<file path="src/rtl/eth_tx_arbiter_if.sv">
// Handshake bundle between the ARP/IP TX engines, the MAC TX header block and eth_tx_arbiter.
// master = arbiter side, slave = engines/MAC side.
interface eth_tx_arbiter_if;
    logic        arp_tx_req;
    logic        arp_tx_gnt;
    logic        arp_tx_done;
    logic        ip_tx_req;
    logic        ip_tx_gnt;
    logic        ip_tx_done;
    logic        tx_start;
    logic [15:0] tx_eth_type;
    logic        mac_tx_done;
    logic        tx_abort;
    logic        timeout_err;

    modport master (
        input  arp_tx_req,
        input  ip_tx_req,
        input  mac_tx_done,
        output arp_tx_gnt,
        output arp_tx_done,
        output ip_tx_gnt,
        output ip_tx_done,
        output tx_start,
        output tx_eth_type,
        output tx_abort,
        output timeout_err
    );

    modport slave (
        output arp_tx_req,
        output ip_tx_req,
        output mac_tx_done,
        input  arp_tx_gnt,
        input  arp_tx_done,
        input  ip_tx_gnt,
        input  ip_tx_done,
        input  tx_start,
        input  tx_eth_type,
        input  tx_abort,
        input  timeout_err
    );
endinterface

</file>
<file path="src/rtl/eth_tx_arbiter.sv">
// Round-robin arbiter sharing the GMII TX header path between the ARP and IPv4 TX engines.
// Define ETH_TX_ARP_PRIORITY_EN to make ARP win every simultaneous request (fixed priority).
module eth_tx_arbiter #(
    parameter int unsigned IFG_CYCLES     = 12,
    parameter int unsigned TIMEOUT_CYCLES = 2048,
    parameter logic [15:0] ETH_ARP_TYPE   = 16'h0806,
    parameter logic [15:0] ETH_IP_TYPE    = 16'h0800
) (
    input logic              mac_gmii_tx_clk,
    input logic              mac_gmii_tx_rst,
    eth_tx_arbiter_if.master bus
);
    localparam int unsigned TO_W  = (TIMEOUT_CYCLES > 1) ? $clog2(TIMEOUT_CYCLES) : 1;
    localparam int unsigned IFG_W = (IFG_CYCLES > 1) ? $clog2(IFG_CYCLES) : 1;
    localparam logic [TO_W-1:0]  TO_LAST  = TO_W'(TIMEOUT_CYCLES - 1);
    localparam logic [IFG_W-1:0] IFG_LAST = IFG_W'(IFG_CYCLES - 1);

    typedef enum logic [1:0] {
        ST_IDLE   = 2'd0,
        ST_START  = 2'd1,
        ST_ACTIVE = 2'd2,
        ST_IFG    = 2'd3
    } state_e;

    typedef enum logic {
        OWN_ARP = 1'b0,
        OWN_IP  = 1'b1
    } owner_e;

    state_e            state_q, state_d;
    owner_e            owner_q, owner_d;
    owner_e            last_owner_q, last_owner_d;
    logic [15:0]       eth_type_q, eth_type_d;
    logic [TO_W-1:0]   to_cnt_q, to_cnt_d;
    logic [IFG_W-1:0]  ifg_cnt_q, ifg_cnt_d;
    logic              arp_gnt_q, arp_gnt_d;
    logic              ip_gnt_q, ip_gnt_d;
    logic              arp_done_q, arp_done_d;
    logic              ip_done_q, ip_done_d;
    logic              start_q, start_d;
    logic              abort_q, abort_d;
    logic              err_q, err_d;

    logic              any_req_s;
    owner_e            winner_s;

    // Pick the requester that would be granted if the arbiter is in IDLE this cycle
    always_comb begin
        any_req_s = bus.arp_tx_req | bus.ip_tx_req;
`ifdef ETH_TX_ARP_PRIORITY_EN
        if (bus.arp_tx_req) begin
            winner_s = OWN_ARP;
        end else begin
            winner_s = OWN_IP;
        end
`else
        if (bus.arp_tx_req && bus.ip_tx_req) begin
            // On a tie, the requester that did not finish the previous frame wins.
            winner_s = (last_owner_q == OWN_IP) ? OWN_ARP : OWN_IP;
        end else if (bus.arp_tx_req) begin
            winner_s = OWN_ARP;
        end else begin
            winner_s = OWN_IP;
        end
`endif
    end

    // Next-state and next-output logic for the grant FSM
    always_comb begin
        state_d      = state_q;
        owner_d      = owner_q;
        last_owner_d = last_owner_q;
        eth_type_d   = eth_type_q;
        to_cnt_d     = to_cnt_q;
        ifg_cnt_d    = ifg_cnt_q;
        arp_gnt_d    = 1'b0;
        ip_gnt_d     = 1'b0;
        arp_done_d   = 1'b0;
        ip_done_d    = 1'b0;
        start_d      = 1'b0;
        abort_d      = 1'b0;
        err_d        = err_q;

        case (state_q)
            ST_IDLE: begin
                if (any_req_s) begin
                    owner_d    = winner_s;
                    eth_type_d = (winner_s == OWN_ARP) ? ETH_ARP_TYPE : ETH_IP_TYPE;
                    start_d    = 1'b1;
                    arp_gnt_d  = (winner_s == OWN_ARP);
                    ip_gnt_d   = (winner_s == OWN_IP);
                    state_d    = ST_START;
                end else begin
                    state_d = ST_IDLE;
                end
            end
            ST_START: begin
                to_cnt_d  = '0;
                arp_gnt_d = (owner_q == OWN_ARP);
                ip_gnt_d  = (owner_q == OWN_IP);
                state_d   = ST_ACTIVE;
            end
            ST_ACTIVE: begin
                if (bus.mac_tx_done) begin
                    // Frame end beats a coincident timeout expiry.
                    arp_done_d   = (owner_q == OWN_ARP);
                    ip_done_d    = (owner_q == OWN_IP);
                    last_owner_d = owner_q;
                    ifg_cnt_d    = '0;
                    state_d      = ST_IFG;
                end else if (to_cnt_q == TO_LAST) begin
                    arp_done_d = (owner_q == OWN_ARP);
                    ip_done_d  = (owner_q == OWN_IP);
                    abort_d    = 1'b1;
                    err_d      = 1'b1;
                    ifg_cnt_d  = '0;
                    state_d    = ST_IFG;
                end else begin
                    to_cnt_d  = to_cnt_q + TO_W'(1);
                    arp_gnt_d = (owner_q == OWN_ARP);
                    ip_gnt_d  = (owner_q == OWN_IP);
                    state_d   = ST_ACTIVE;
                end
            end
            ST_IFG: begin
                if (ifg_cnt_q == IFG_LAST) begin
                    state_d = ST_IDLE;
                end else begin
                    ifg_cnt_d = ifg_cnt_q + IFG_W'(1);
                    state_d   = ST_IFG;
                end
            end
            default: begin
                state_d = ST_IDLE;
            end
        endcase
    end

    // State, counters and registered outputs
    always_ff @(posedge mac_gmii_tx_clk or posedge mac_gmii_tx_rst) begin
        if (mac_gmii_tx_rst) begin
            state_q      <= ST_IDLE;
            owner_q      <= OWN_ARP;
            last_owner_q <= OWN_IP;
            eth_type_q   <= 16'h0000;
            to_cnt_q     <= '0;
            ifg_cnt_q    <= '0;
            arp_gnt_q    <= 1'b0;
            ip_gnt_q     <= 1'b0;
            arp_done_q   <= 1'b0;
            ip_done_q    <= 1'b0;
            start_q      <= 1'b0;
            abort_q      <= 1'b0;
            err_q        <= 1'b0;
        end else begin
            state_q      <= state_d;
            owner_q      <= owner_d;
            last_owner_q <= last_owner_d;
            eth_type_q   <= eth_type_d;
            to_cnt_q     <= to_cnt_d;
            ifg_cnt_q    <= ifg_cnt_d;
            arp_gnt_q    <= arp_gnt_d;
            ip_gnt_q     <= ip_gnt_d;
            arp_done_q   <= arp_done_d;
            ip_done_q    <= ip_done_d;
            start_q      <= start_d;
            abort_q      <= abort_d;
            err_q        <= err_d;
        end
    end

    assign bus.arp_tx_gnt  = arp_gnt_q;
    assign bus.ip_tx_gnt   = ip_gnt_q;
    assign bus.arp_tx_done = arp_done_q;
    assign bus.ip_tx_done  = ip_done_q;
    assign bus.tx_start    = start_q;
    assign bus.tx_eth_type = eth_type_q;
    assign bus.tx_abort    = abort_q;
    assign bus.timeout_err = err_q;
endmodule

</file>
<file path="src/flat_wrapper.sv">
// flat-port wrapper written by rule: the top's interface ports become plain ports
module eth_tx_arbiter_flat 
#(
    parameter int unsigned IFG_CYCLES     = 12,
    parameter int unsigned TIMEOUT_CYCLES = 2048,
    parameter logic [15:0] ETH_ARP_TYPE   = 16'h0806,
    parameter logic [15:0] ETH_IP_TYPE    = 16'h0800
)
  (mac_gmii_tx_clk, mac_gmii_tx_rst, bus_arp_tx_req, bus_ip_tx_req, bus_mac_tx_done, bus_arp_tx_gnt, bus_arp_tx_done, bus_ip_tx_gnt, bus_ip_tx_done, bus_tx_start, bus_tx_eth_type, bus_tx_abort, bus_timeout_err);
  eth_tx_arbiter_if bus_i ();
  input logic mac_gmii_tx_clk;
  input logic mac_gmii_tx_rst;
  input wire logic [$bits(bus_i.arp_tx_req)-1:0] bus_arp_tx_req;
  input wire logic [$bits(bus_i.ip_tx_req)-1:0] bus_ip_tx_req;
  input wire logic [$bits(bus_i.mac_tx_done)-1:0] bus_mac_tx_done;
  output wire logic [$bits(bus_i.arp_tx_gnt)-1:0] bus_arp_tx_gnt;
  output wire logic [$bits(bus_i.arp_tx_done)-1:0] bus_arp_tx_done;
  output wire logic [$bits(bus_i.ip_tx_gnt)-1:0] bus_ip_tx_gnt;
  output wire logic [$bits(bus_i.ip_tx_done)-1:0] bus_ip_tx_done;
  output wire logic [$bits(bus_i.tx_start)-1:0] bus_tx_start;
  output wire logic [$bits(bus_i.tx_eth_type)-1:0] bus_tx_eth_type;
  output wire logic [$bits(bus_i.tx_abort)-1:0] bus_tx_abort;
  output wire logic [$bits(bus_i.timeout_err)-1:0] bus_timeout_err;
  assign bus_i.arp_tx_req = bus_arp_tx_req;
  assign bus_i.ip_tx_req = bus_ip_tx_req;
  assign bus_i.mac_tx_done = bus_mac_tx_done;
  assign bus_arp_tx_gnt = bus_i.arp_tx_gnt;
  assign bus_arp_tx_done = bus_i.arp_tx_done;
  assign bus_ip_tx_gnt = bus_i.ip_tx_gnt;
  assign bus_ip_tx_done = bus_i.ip_tx_done;
  assign bus_tx_start = bus_i.tx_start;
  assign bus_tx_eth_type = bus_i.tx_eth_type;
  assign bus_tx_abort = bus_i.tx_abort;
  assign bus_timeout_err = bus_i.timeout_err;
  eth_tx_arbiter #(.IFG_CYCLES(IFG_CYCLES), .TIMEOUT_CYCLES(TIMEOUT_CYCLES), .ETH_ARP_TYPE(ETH_ARP_TYPE), .ETH_IP_TYPE(ETH_IP_TYPE)) u_core (.mac_gmii_tx_clk(mac_gmii_tx_clk), .mac_gmii_tx_rst(mac_gmii_tx_rst), .bus(bus_i));
endmodule
</file>
<file path="config.mk">
export PLATFORM = sky130hd
export DESIGN_NAME = eth_tx_arbiter_flat
export DESIGN_NICKNAME = d
export VERILOG_FILES = /design/src/rtl/eth_tx_arbiter_if.sv /design/src/rtl/eth_tx_arbiter.sv /design/src/flat_wrapper.sv
export SDC_FILE = /design/constraint.sdc
export NUM_CORES = 1
export LEC_CHECK = 0
export CAP_MARGIN = 20
export CORE_MARGIN = 4
export CORE_UTILIZATION = 25
export DETAILED_ROUTE_END_ITERATION = 12
export SLEW_MARGIN = 20
export SYNTH_ARGS = -nofsm -noshare
export SYNTH_HDL_FRONTEND = slang
export SYNTH_SLANG_ARGS = --single-unit
</file>
<file path="constraint.sdc">
create_clock -name mac_gmii_tx_clk -period 1.85 [get_ports mac_gmii_tx_clk]
set_clock_uncertainty 0.15 [all_clocks]
set_input_delay 0.4625 -clock mac_gmii_tx_clk [delete_from_list [all_inputs] [get_ports mac_gmii_tx_clk]]
set_output_delay 0.4625 -clock mac_gmii_tx_clk [all_outputs]
set_load 0.01 [all_outputs]
</file>
==> run summary, run 1 <==
The run gives 8.14% as the all-layer global routing usage. The first-pass GRT wire length was 4950 um. The final RePlAce weighted congestion is 0.759, and the clock slew seen by the registers of the worst setup and hold paths is 0.10 ns. Cells with a size suffix above 1 make up 19.1% of the layout.

The tools report the synthesized instance count as 144. The tools report the via count of the first global-routing pass as 1066. The number of clock buffers added by TritonCTS is 3. sky130_fd_sc_hd__dfrtp_1 takes more of the synthesized area than any other cell. For the cell area after synthesis, the log shows 1500 um2. After detailed routing, the average wire length per cell comes to 11.9 um.

The critical path endpoint category is an output pin. The dominant delay contributor by cell family on the critical path was buffers and inverters. TritonCTS built the clock tree. CTS placed an instance of sky130_fd_sc_hd__clkbuf_8 at the clock tree root.

Leading register cell type out of synthesis: sky130_fd_sc_hd__dfrtp_1. The detailed placement HPWL was 2130 um. The first detailed-routing pass took 4 iterations. After detailed routing, the number of remaining DRC violations is 0. The tool flagged a number of max-cap violations equal to 0. For this configuration, the core starts out at a cell density of 26.4%. The die covers 7300 um2. In this run the mean area of a mapped cell was 10.4 um2. Buffers placed on the I/O ports in this run total 14. The portion of synthesized cell area occupied by the leading cell type is 45.0%, and the power density over the cells is 1060 nW/um2. Entering global routing, the biggest net connects 29 pins. The total via count in the routed design was 1057. The flow ran to the end, and the final reports show no timing, DRC or antenna violations. The number of endpoints with negative hold slack in the final report is 0. The longest clock path from root to sink contains 2 buffers. The final count of pins violating max slew is 0. Measured along the y axis, the die boundary spans 85.5 um. The startpoint class of the critical path was a register. The largest fanout on the critical path is 2.

Summed over all layers, the global routing overflow is 0. In this design, the stage delay of the slowest critical-path cell is 0.53 ns. The tools report the wire length reported by the detailed router as 2920 um. Walking the worst path, the cells encountered are clkdlybuf4s50_1. In this run, synthesis inferred 0 flip-flops with an integrated enable.

The async set-or-reset flop fraction in the synthesized netlist came out at 100%. In this run the remaining antenna-violating nets after routing total 0. The endpoint arrival time on the critical path was 1.16 ns.

Setup violations remaining at the end of the flow were counted as 0. The total area inside the core boundary comes to 5680 um2. The classification of the worst-slack hold path was reg -> reg.

Relative to the synthesized area, the layout overhead comes to 23.5%. The run gives 0 as the hold-fix buffer count after cts. The required time at the endpoint of the critical path came out at 1.24 ns. From left edge to right edge, the die measures 85.5 um.

The synthesized netlist contains 46 unique library cells. The clock period could shrink to 1.77 ns. The run gives 0.000909 uW as the leakage component of the power. Sequential elements use 46.8% of the synthesized area. After synthesis, the cell types taking the most area are sky130_fd_sc_hd__dfrtp_1 (45%), sky130_fd_sc_hd__buf_4 (7.0%), sky130_fd_sc_hd__nand2_1 (2.8%), sky130_fd_sc_hd__nor2_1 (2.8%), sky130_fd_sc_hd__nand3_1 (2.3%). The library cell contributing the largest single delay on the critical path was sky130_fd_sc_hd__clkdlybuf4s50_1. The combined buffer and inverter count along the critical path came out at 1. 0 antenna diodes ended up in the layout.

For this design, the sink count on the clock tree is 28. The tools report the peak clock frequency supported by timing as 564 MHz. After floorplanning, the core was divided into 27 placement rows. The worst-case IR drop observed on VDD is 517 uV. The per-cell via count in the routed design came out at 4.31. For the total number of H-tree levels, the log shows 1. Setup repair after global routing left no endpoint under its margin. Of the available clock period, the critical path in the final layout requires 95.8%. Once layout is done, the placed cells without fillers occupy 1850 um2. Once placement finished, the instance area stood at 1760 um2.

Total number of yosys warnings: 0. For the number of ports placed on the die boundary, the log shows 28. Type of the setup path with the least slack: reg -> out.

At the later pin of the worst-skew pair, clock insertion delay measures 0.27 ns. The number of antenna violations at the first check in global routing was 0; the number of DRC violations after detailed-routing iteration 0 was 39. At the end of the flow the core is filled with cells to 32.6%. The register bit count reported by yosys is 28, and the final net count is 181.
## flip-flops by register name, summed over array words and instances, names as in the netlist
signal and cells:
u_core.last_owner_q 1, u_core.bus.timeout_err 1, u_core.to_cnt_q 11, u_core.bus.ip_tx_gnt 1, u_core.bus.arp_tx_gnt 1, u_core.bus.tx_abort 1, u_core.bus.tx_start 1, u_core.ifg_cnt_q 4
u_core.bus.ip_tx_done 1, u_core.owner_q 1, u_core.bus.tx_eth_type 2, u_core.state_q 2, u_core.bus.arp_tx_done 1
## worst paths after layout
kind                                                             start                            endpoint  cells past startpoint  slack [ns]
worst max-delay path            u_core.bus.tx_eth_type[11]$_DFFE_PP0P_                 bus_tx_eth_type[11]                      1        0.08
worst min-delay path                u_core.bus.timeout_err$_DFFE_PP0P_  u_core.bus.timeout_err$_DFFE_PP0P_                      1        0.33
worst max register to register          u_core.to_cnt_q[0]$_DFFE_PP0P_      u_core.to_cnt_q[2]$_DFFE_PP0P_                      5        0.11
worst min register to register      u_core.bus.timeout_err$_DFFE_PP0P_  u_core.bus.timeout_err$_DFFE_PP0P_                      1        0.33
max in group asynchronous                              mac_gmii_tx_rst     u_core.last_owner_q$_DFFE_PP1P_                      3        0.83
min in group asynchronous                              mac_gmii_tx_rst     u_core.ifg_cnt_q[3]$_DFFE_PP0P_                      3        0.41
## through the flow
step,setup slack (ns),hold WS (ns),total power [uW],instances,TNS [ns]
floorplan,0.0450,0.338,1280,156,0
global placement,-0.261,0.300,1470,240,-2.61
detailed placement,-0.293,0.301,1480,240,-2.89
CTS,0.00325,0.330,1970,245,0
global route,0.0242,0.337,2100,245,0
finish,0.0770,0.328,1960,245,0
## cells in the mapped netlist, types with 2 or more instances
cell type / count
sky130_fd_sc_hd__nand3_2: 2
sky130_fd_sc_hd__nor2_1: 11
sky130_fd_sc_hd__nor2b_1: 4
sky130_fd_sc_hd__nand2_1: 11
sky130_fd_sc_hd__nand3_1: 7
sky130_fd_sc_hd__nand4_1: 2
sky130_fd_sc_hd__o311ai_1: 2
sky130_fd_sc_hd__and2_1: 3
sky130_fd_sc_hd__o21ai_0: 6
sky130_fd_sc_hd__inv_1: 5
sky130_fd_sc_hd__nor3_4: 2
sky130_fd_sc_hd__o21a_1: 3
sky130_fd_sc_hd__o211ai_1: 3
sky130_fd_sc_hd__buf_4: 14
sky130_fd_sc_hd__ha_1: 2
sky130_fd_sc_hd__mux2_2: 2
sky130_fd_sc_hd__nand3b_1: 2
sky130_fd_sc_hd__and3_1: 2
sky130_fd_sc_hd__o21ai_1: 4
sky130_fd_sc_hd__a21o_1: 2
sky130_fd_sc_hd__dfrtp_1: 27
sky130_fd_sc_hd__xor2_1: 4
## layout by cell type, fill, tap and decap left out, types with 4 or more instances in the layout
cell type,synthesis,routed
sky130_fd_sc_hd__o21ai_0,6,6
sky130_fd_sc_hd__nand2_1,11,11
sky130_fd_sc_hd__nor2b_1,4,4
sky130_fd_sc_hd__xor2_1,4,4
sky130_fd_sc_hd__dfrtp_1,27,26
sky130_fd_sc_hd__o21ai_1,4,4
sky130_fd_sc_hd__buf_4,14,15
sky130_fd_sc_hd__nand3_1,7,7
sky130_fd_sc_hd__nor2_1,11,11
sky130_fd_sc_hd__inv_1,5,5
sky130_fd_sc_hd__conb_1,1,13
sky130_fd_sc_hd__clkdlybuf4s50_1,0,11
## timing repair
item / in CTS / in global routing
endpoints found under the setup margin: 1 / 6
gates resized for setup: 1 / 5
setup buffers: 1 / 0
endpoints found under the hold margin: 0 / 0
pin swaps: 1 / 0
## area by class of cell
type	instances	area (um2)
Fill cell	582	3820
Timing Repair Buffer	29	256
Multi-Input combinational cell	107	713
Clock inverter	1	30.0
Clock buffer	3	41.3
Inverter	5	18.8
Sequential cell	28	703
Tap cell	72	90.1
## where the power goes
group	internal [uW]	switching, uW
logic	305	286
registers	749	137
clock network	290	191
total	1340	614
## per-layer routing
| layer | vias up | GRT usage (%) | wire length (um) |
|---|---|---|---|
| met3 | 4 | 1.55 | 112 |
| met5 | - | 0 | 0 |
| li1 | 540 | - | - |
| met2 | 22 | 13.1 | 1280 |
| met4 | 0 | 3.02 | 42 |
| met1 | 491 | 10.8 | 1480 |
## cells by family after synthesis
| kind of cell | synth area share, % |
|---|---|
| AOI/OAI and AO/OA | 12.8 |
| muxes | 1.50 |
| xor gates and xnor gates | 2.34 |
| other | 0.250 |
| DFF | 46.8 |
| buffers and inverters | 9.34 |
| adders and majority gates | 1.67 |
| and+or+nand+nor | 25.4 |
No activity file was read; power rests on OpenSTA's default activity.
==> inputs of run 2 (changes only) <==
- HOLD_SLACK_MARGIN: unset -> 0.05
==> results of run 2 <==
The final DEF is identical to that of run 1; final timing and power are the same.
==> inputs of run 3 (changes only) <==
- MAX_ROUTING_LAYER: unset -> met4
==> run 3 against run 2 <==
Net effect: flip-flop and latch count unchanged; via count is the same; sequential power hardly changed; non-clock buffer count did not move; routed wire length unchanged; fmax barely moved; register-to-register slack is essentially flat; utilization stayed put; cell count did not move; clock-buffer cell count did not move; sequential share of layout area did not move; worst setup slack about the same.
==> run summary, run 3 (same netlist as run 1, synthesis figures left out) <==
The flow ran to the end, and the final reports show no timing, DRC or antenna violations. The smallest hold slack was 0.328 ns (+0.0000330 ns). Clock slew seen by the registers of the worst setup and hold paths: 0.10 ns (about the same). The root buffer cell is sky130_fd_sc_hd__clkbuf_8.

Average wire per cell in the routed design: 11.9 um (unchanged). The highest cell delay on the worst timing path is 0.53 ns (about the same). Area added between synthesis and finish: 23.5% (unchanged).

For the detailed placement HPWL, the log shows 2130 um (unchanged). The classification of the worst-slack hold path is reg -> reg. The number of remaining DRC errors came out at 0 (unchanged).

The die extent in x was 85.5 um (unchanged); the CTS buffer count was 3 (unchanged). The wire length reported by the detailed router was 2920 um (unchanged); the number of filler instances in the final layout was 582 (unchanged). The number of endpoints failing setup at the final stage was 0 (unchanged). The total via count in the routed design is 1057 (unchanged), and the via count of the first global-routing pass is 1066 (unchanged).

The total iterations of the first detailed-routing run was 4 (unchanged); the power density over the cells was 1060 nW/um2 (about the same). The placed standard-cell area is 1760 um2 (unchanged), and the flip-flop count of the largest register, all copies and words added is 11 (unchanged). The critical path goes through clkdlybuf4s50_1. The worst setup path is launched from a register. The total number of placement rows came out at 27 (unchanged). The critical path endpoint category was an output pin. The area of the die was 7300 um2 (unchanged); the final RePlAce weighted congestion was 0.769 (+1.3%). The run gives 26.4% (unchanged) as the starting density of the core. The total number of H-tree levels came out at 1 (unchanged). The clock latency at the later pin of the worst-skew pair is 0.27 ns (about the same), and the share of layout cells above drive strength 1 is 19.1% (unchanged). The required time at the endpoint of the critical path is 1.24 ns (about the same). Type of the setup path with the least slack: reg -> out. Antenna diode count: 0 (unchanged). In this design, the largest share of critical-path delay is due to buffers and inverters. The largest registers in the layout are u_core.to_cnt_q: 11 flops, u_core.ifg_cnt_q: 4 flops. The run gives 8.38% (+0.24 points) as the all-layer global routing usage. Setup repair after global routing left no endpoint under its margin. The final instance area is 1850 um2 (unchanged), and the hold-fix buffer count after cts is 0 (unchanged).

The tools report the count of maximum capacitance violations as 0 (unchanged). The total congestion overflow was 0 (unchanged). The library cell contributing the largest single delay on the critical path was sky130_fd_sc_hd__clkdlybuf4s50_1.

Number of antenna violations at the first check in global routing: 0 (unchanged). The most common library cell in the layout ignoring fill and taps was sky130_fd_sc_hd__dfrtp_1. Most flop-heavy register: u_core.to_cnt_q. Largest vdd supply drop: 517 uV (about the same). The tools report the number of DRC violations after detailed-routing iteration 0 as 39 (unchanged).

The combined buffer and inverter count along the critical path was 1 (unchanged); the maximum count of clock buffers along a single path was 2 (unchanged). The per-cell via count in the routed design was 4.31 (unchanged); the final setup TNS was 0 ns (unchanged). The startpoint identified for the worst register-to-register timing path is u_core.to_cnt_q[0]$_DFFE_PP0P_.

In this run the worst setup path begins at u_core.bus.tx_eth_type[11]$_DFFE_PP0P_. The area inside the core boundary was 5680 um2 (unchanged); the final count of pins violating max slew was 0 (unchanged). The peak clock frequency supported by timing is 564 MHz (about the same). Leaving out fill and tap cells, the most frequent cells in the layout are sky130_fd_sc_hd__dfrtp_1 (26), sky130_fd_sc_hd__buf_4 (15), sky130_fd_sc_hd__conb_1 (13).

The y dimension of the die is 85.5 um (unchanged), and the minimum period implied by the final worst setup slack is 1.77 ns (+0.00000260 ns). Leakage component of the power: 0.000909 uW (unchanged). The run gives 0 (unchanged) as the post-route antenna net violation count. The quantity of I/O buffers inserted on ports was 14 (unchanged); the maximum number of pins on one net before global-route repair was 29 (unchanged). The number of ports placed on the die boundary is 28 (unchanged), and the endpoint arrival time on the critical path is 1.16 ns (about the same).

First-pass GRT wire length: 4950 um (unchanged). Number of clock sinks seen by CTS: 28 (unchanged). TritonCTS built the clock tree. The logs give 181 (unchanged) for the final net count and 0 (unchanged) for the number of endpoints with negative hold slack in the final report. Hold path startpoint: u_core.bus.timeout_err$_DFFE_PP0P_.

The final critical-path share of the clock period was 95.8% (about the same); the largest fanout on the critical path was 2 (unchanged).
==> run 3: final timing paths <==
check | endpoint | slack, ns | depth (start not counted)
max | bus_tx_eth_type[11] | 0.08 | 1
min in group asynchronous | u_core.ifg_cnt_q[3]$_DFFE_PP0P_ | 0.41 | 3
min | u_core.bus.timeout_err$_DFFE_PP0P_ | 0.33 | 1
min reg2reg | u_core.bus.timeout_err$_DFFE_PP0P_ | 0.33 | 1
max in group asynchronous | u_core.last_owner_q$_DFFE_PP1P_ | 0.83 | 3
max reg2reg | u_core.to_cnt_q[2]$_DFFE_PP0P_ | 0.11 | 5
==> run 3: report_power, final <==
| part | total [uW] | internal (uW) | switching [uW] | leakage, uW |
|---|---|---|---|---|
| sequential | 886 | 749 | 138 | 0.000365 |
| combinational | 592 | 305 | 287 | 0.000508 |
| clock | 480 | 290 | 191 | 0.0000357 |
| total | 1960 | 1340 | 615 | 0.000909 |
==> run 3: metrics by stage <==
step                utilization [%]  power (uW)  setup slack, ns  instances
floorplan                         -        1280           0.0450        156
global placement               31.0        1470           -0.261        240
detailed placement             31.0        1480           -0.293        240
CTS                            32.4        1970          0.00325        245
global route                   32.6        2100           0.0242        245
finish                         32.6        1960           0.0770        245
==> run 3: metal layers <==
metal	vias to the layer above	track usage, %	share of wire, %	routed length [um]
li1	540	-	-	-
met1	491	10.9	51	1500
met2	22	13.1	44	1280
met3	4	1.36	3.3	97
met4	0	3.02	1.4	42
met5	-	-	0	0
==> run 3: layout make-up <==
type | count | area (um2) | share of cell area, %
Clock buffer | 3 | 41.3 | 2.23
Sequential cell | 28 | 703 | 37.9
Timing Repair Buffer | 29 | 256 | 13.8
Inverter | 5 | 18.8 | 1.01
Clock inverter | 1 | 30.0 | 1.62
Tap cell | 72 | 90.1 | 4.86
Multi-Input combinational cell | 107 | 713 | 38.5
==> run 3: what timing repair did <==
action | in CTS | in global routing
gates resized for setup | 1 | 5
cloned | 0 | 0
pin swaps | 1 | 0
buffers inserted | 1 | 0
endpoints found under the setup margin | 1 | 6
==> variant, RTL diff (flow settings as in run 3) <==
`TIMEOUT_CYCLES` is set to 2048 in 2 places; all go to 4096.
--- a/src/rtl/eth_tx_arbiter.sv
+++ b/src/rtl/eth_tx_arbiter.sv
@@ -4,3 +4,3 @@
     parameter int unsigned IFG_CYCLES     = 12,
-    parameter int unsigned TIMEOUT_CYCLES = 2048,
+    parameter int unsigned TIMEOUT_CYCLES = 4096,
     parameter logic [15:0] ETH_ARP_TYPE   = 16'h0806,
--- a/src/flat_wrapper.sv
+++ b/src/flat_wrapper.sv
@@ -4,3 +4,3 @@
     parameter int unsigned IFG_CYCLES     = 12,
-    parameter int unsigned TIMEOUT_CYCLES = 2048,
+    parameter int unsigned TIMEOUT_CYCLES = 4096,
     parameter logic [15:0] ETH_ARP_TYPE   = 16'h0806,
Behaviour: same outputs for any inputs over 10 cycles, from zero or initial values and one cycle with mac_gmii_tx_rst high; that may be too few to reach the edited logic, so the function may still have changed.
==> variant against run 3 <==
The flow now finishes with violations (setup timing); power increased by 15%; global-route usage rose by 1.3 points; clock power increased by 2%; sequential cell count rose by 1; area after synthesis rose by 0.75%; setup slack worse by 110 ps; highest routed layer unchanged; design area is 6.5% higher; routed wire length grew 7.8%.
==> variant: results (changes against run 3) <==
| Metric | Value |
|---|---|
| Crit path max fanout | `4 (+2)` |
| Reg area | `727 um^2 (+3.4%)` |
| Setup ws final | `-37.3 ps (-114 ps)` |
| Sequential area share after synthesis | `48.1% (+1.3 points)` |
| Site row count | `28 (+3.7%)` |
| First-pass GRT wire length | `5.35 mm (+8.2%)` |
| H-tree levels | `2 (+1)` |
| Hold_sp | `u_core.bus.tx_eth_type[11]` |
| Fillers | `613 (+5.3%)` |
| Clock buffers | `8 (+5)` |
| Final clock-cell share | `4.06% (+0.21 points)` |
| Yosys cell types | `40 (-13%)` |
| Status | `finished, violations left` |
| Final setup TNS | `-56.7 ps (-56.7 ps)` |
| Syn_area_per_cell | `9.81 um^2 (-5.8%)` |
| Endpoints failing setup | `2 (+2)` |
| Failing checks | `setup timing` |
| Synth Register Bits | `29 (+3.6%)` |
| Initial DRC count | `38 (-2.6%)` |
| CTS buffer count | `5 (+2)` |
| Fraction of area in multi-input gates | `36.1% (-2.4 points)` |
| Clock Pin Slew Worst Setup and Hold Paths | `60 ps (-40 ps)` |
| Total track usage | `9.63% (+1.3 points)` |
| Final HPWL DP | `2.26 mm (+6.0%)` |
| Inverters, non-clock | `8 (+3)` |
| Top flop regs | `u_core.to_cnt_q: 12 flops, u_core.ifg_cnt_q: 4 flops` |
| Comb_multi_in | `109 (+1.9%)` |
| Non-Clock Buffer Count | `37 (+28%)` |
| Post-DR vias/cell | `4.63 (+7.3%)` |
[variant: cell count changes in the layout (fill, tap and decap cells not counted), moves of 4 or more]
cell	delta
nor2_1	-7
xor2_1	-4
a31oi_1	+4
buf_4	+7
[variant: final timing paths]
check / to / slack [ps] / cells after the start
max: u_core.to_cnt_q[11] / -40 / 5
min: u_core.bus.tx_eth_type[11] / 310 / 1
max reg2reg: u_core.to_cnt_q[11] / -40 / 5
min reg2reg: u_core.bus.tx_eth_type[11] / 310 / 1
max in group asynchronous: u_core.last_owner_q / 950 / 3
min in group asynchronous: u_core.bus.arp_tx_done / 370 / 3
[variant: report_power, final]
part	switching, mW	leakage [nW]	internal (mW)	total, mW
logic	0.394	0.531	0.423	0.816
clock network	0.223	0.0395	0.266	0.489
registers	0.137	0.373	0.807	0.944
[variant: timing repair]
action / 4_1_cts / 5_1_grt
buffers inserted: 1 / 0
endpoints found under the hold margin: 0 / 0
gates resized for setup: 5 / 14
pin swaps: 4 / 3
setup endpoints to repair: 12 / 13
[variant: critical path: stages (launching register included)]
cell	delay [ps]
dfrtp_1	380
ha_2	210
and4_4	170
a211o_1	320
or4_4	480
a21oi_2	120
[variant: per-layer routing]
| layer | up-vias | GRT usage [%] | part of all wire (%) |
|---|---|---|---|
| met2 | 20 | 13.0 | 47 |
| met5 | - | - | 0 |
| met4 | 0 | 3.60 | 1.2 |
| met3 | 6 | 4.32 | 4.8 |
| li1 | 602 | - | - |
| met1 | 603 | 12.6 | 47 |
[variant: cells by family after synthesis]
logic type               share of synthesized area [%]
AO/OA/AOI/OAI                                     15.6
adder cells (fa/ha/maj)                           1.66
buffers and inverters                             10.5
flip-flops                                        48.1
multiplexers                                      2.90
other                                            0.248
AND/OR/NAND/NOR                                   20.9
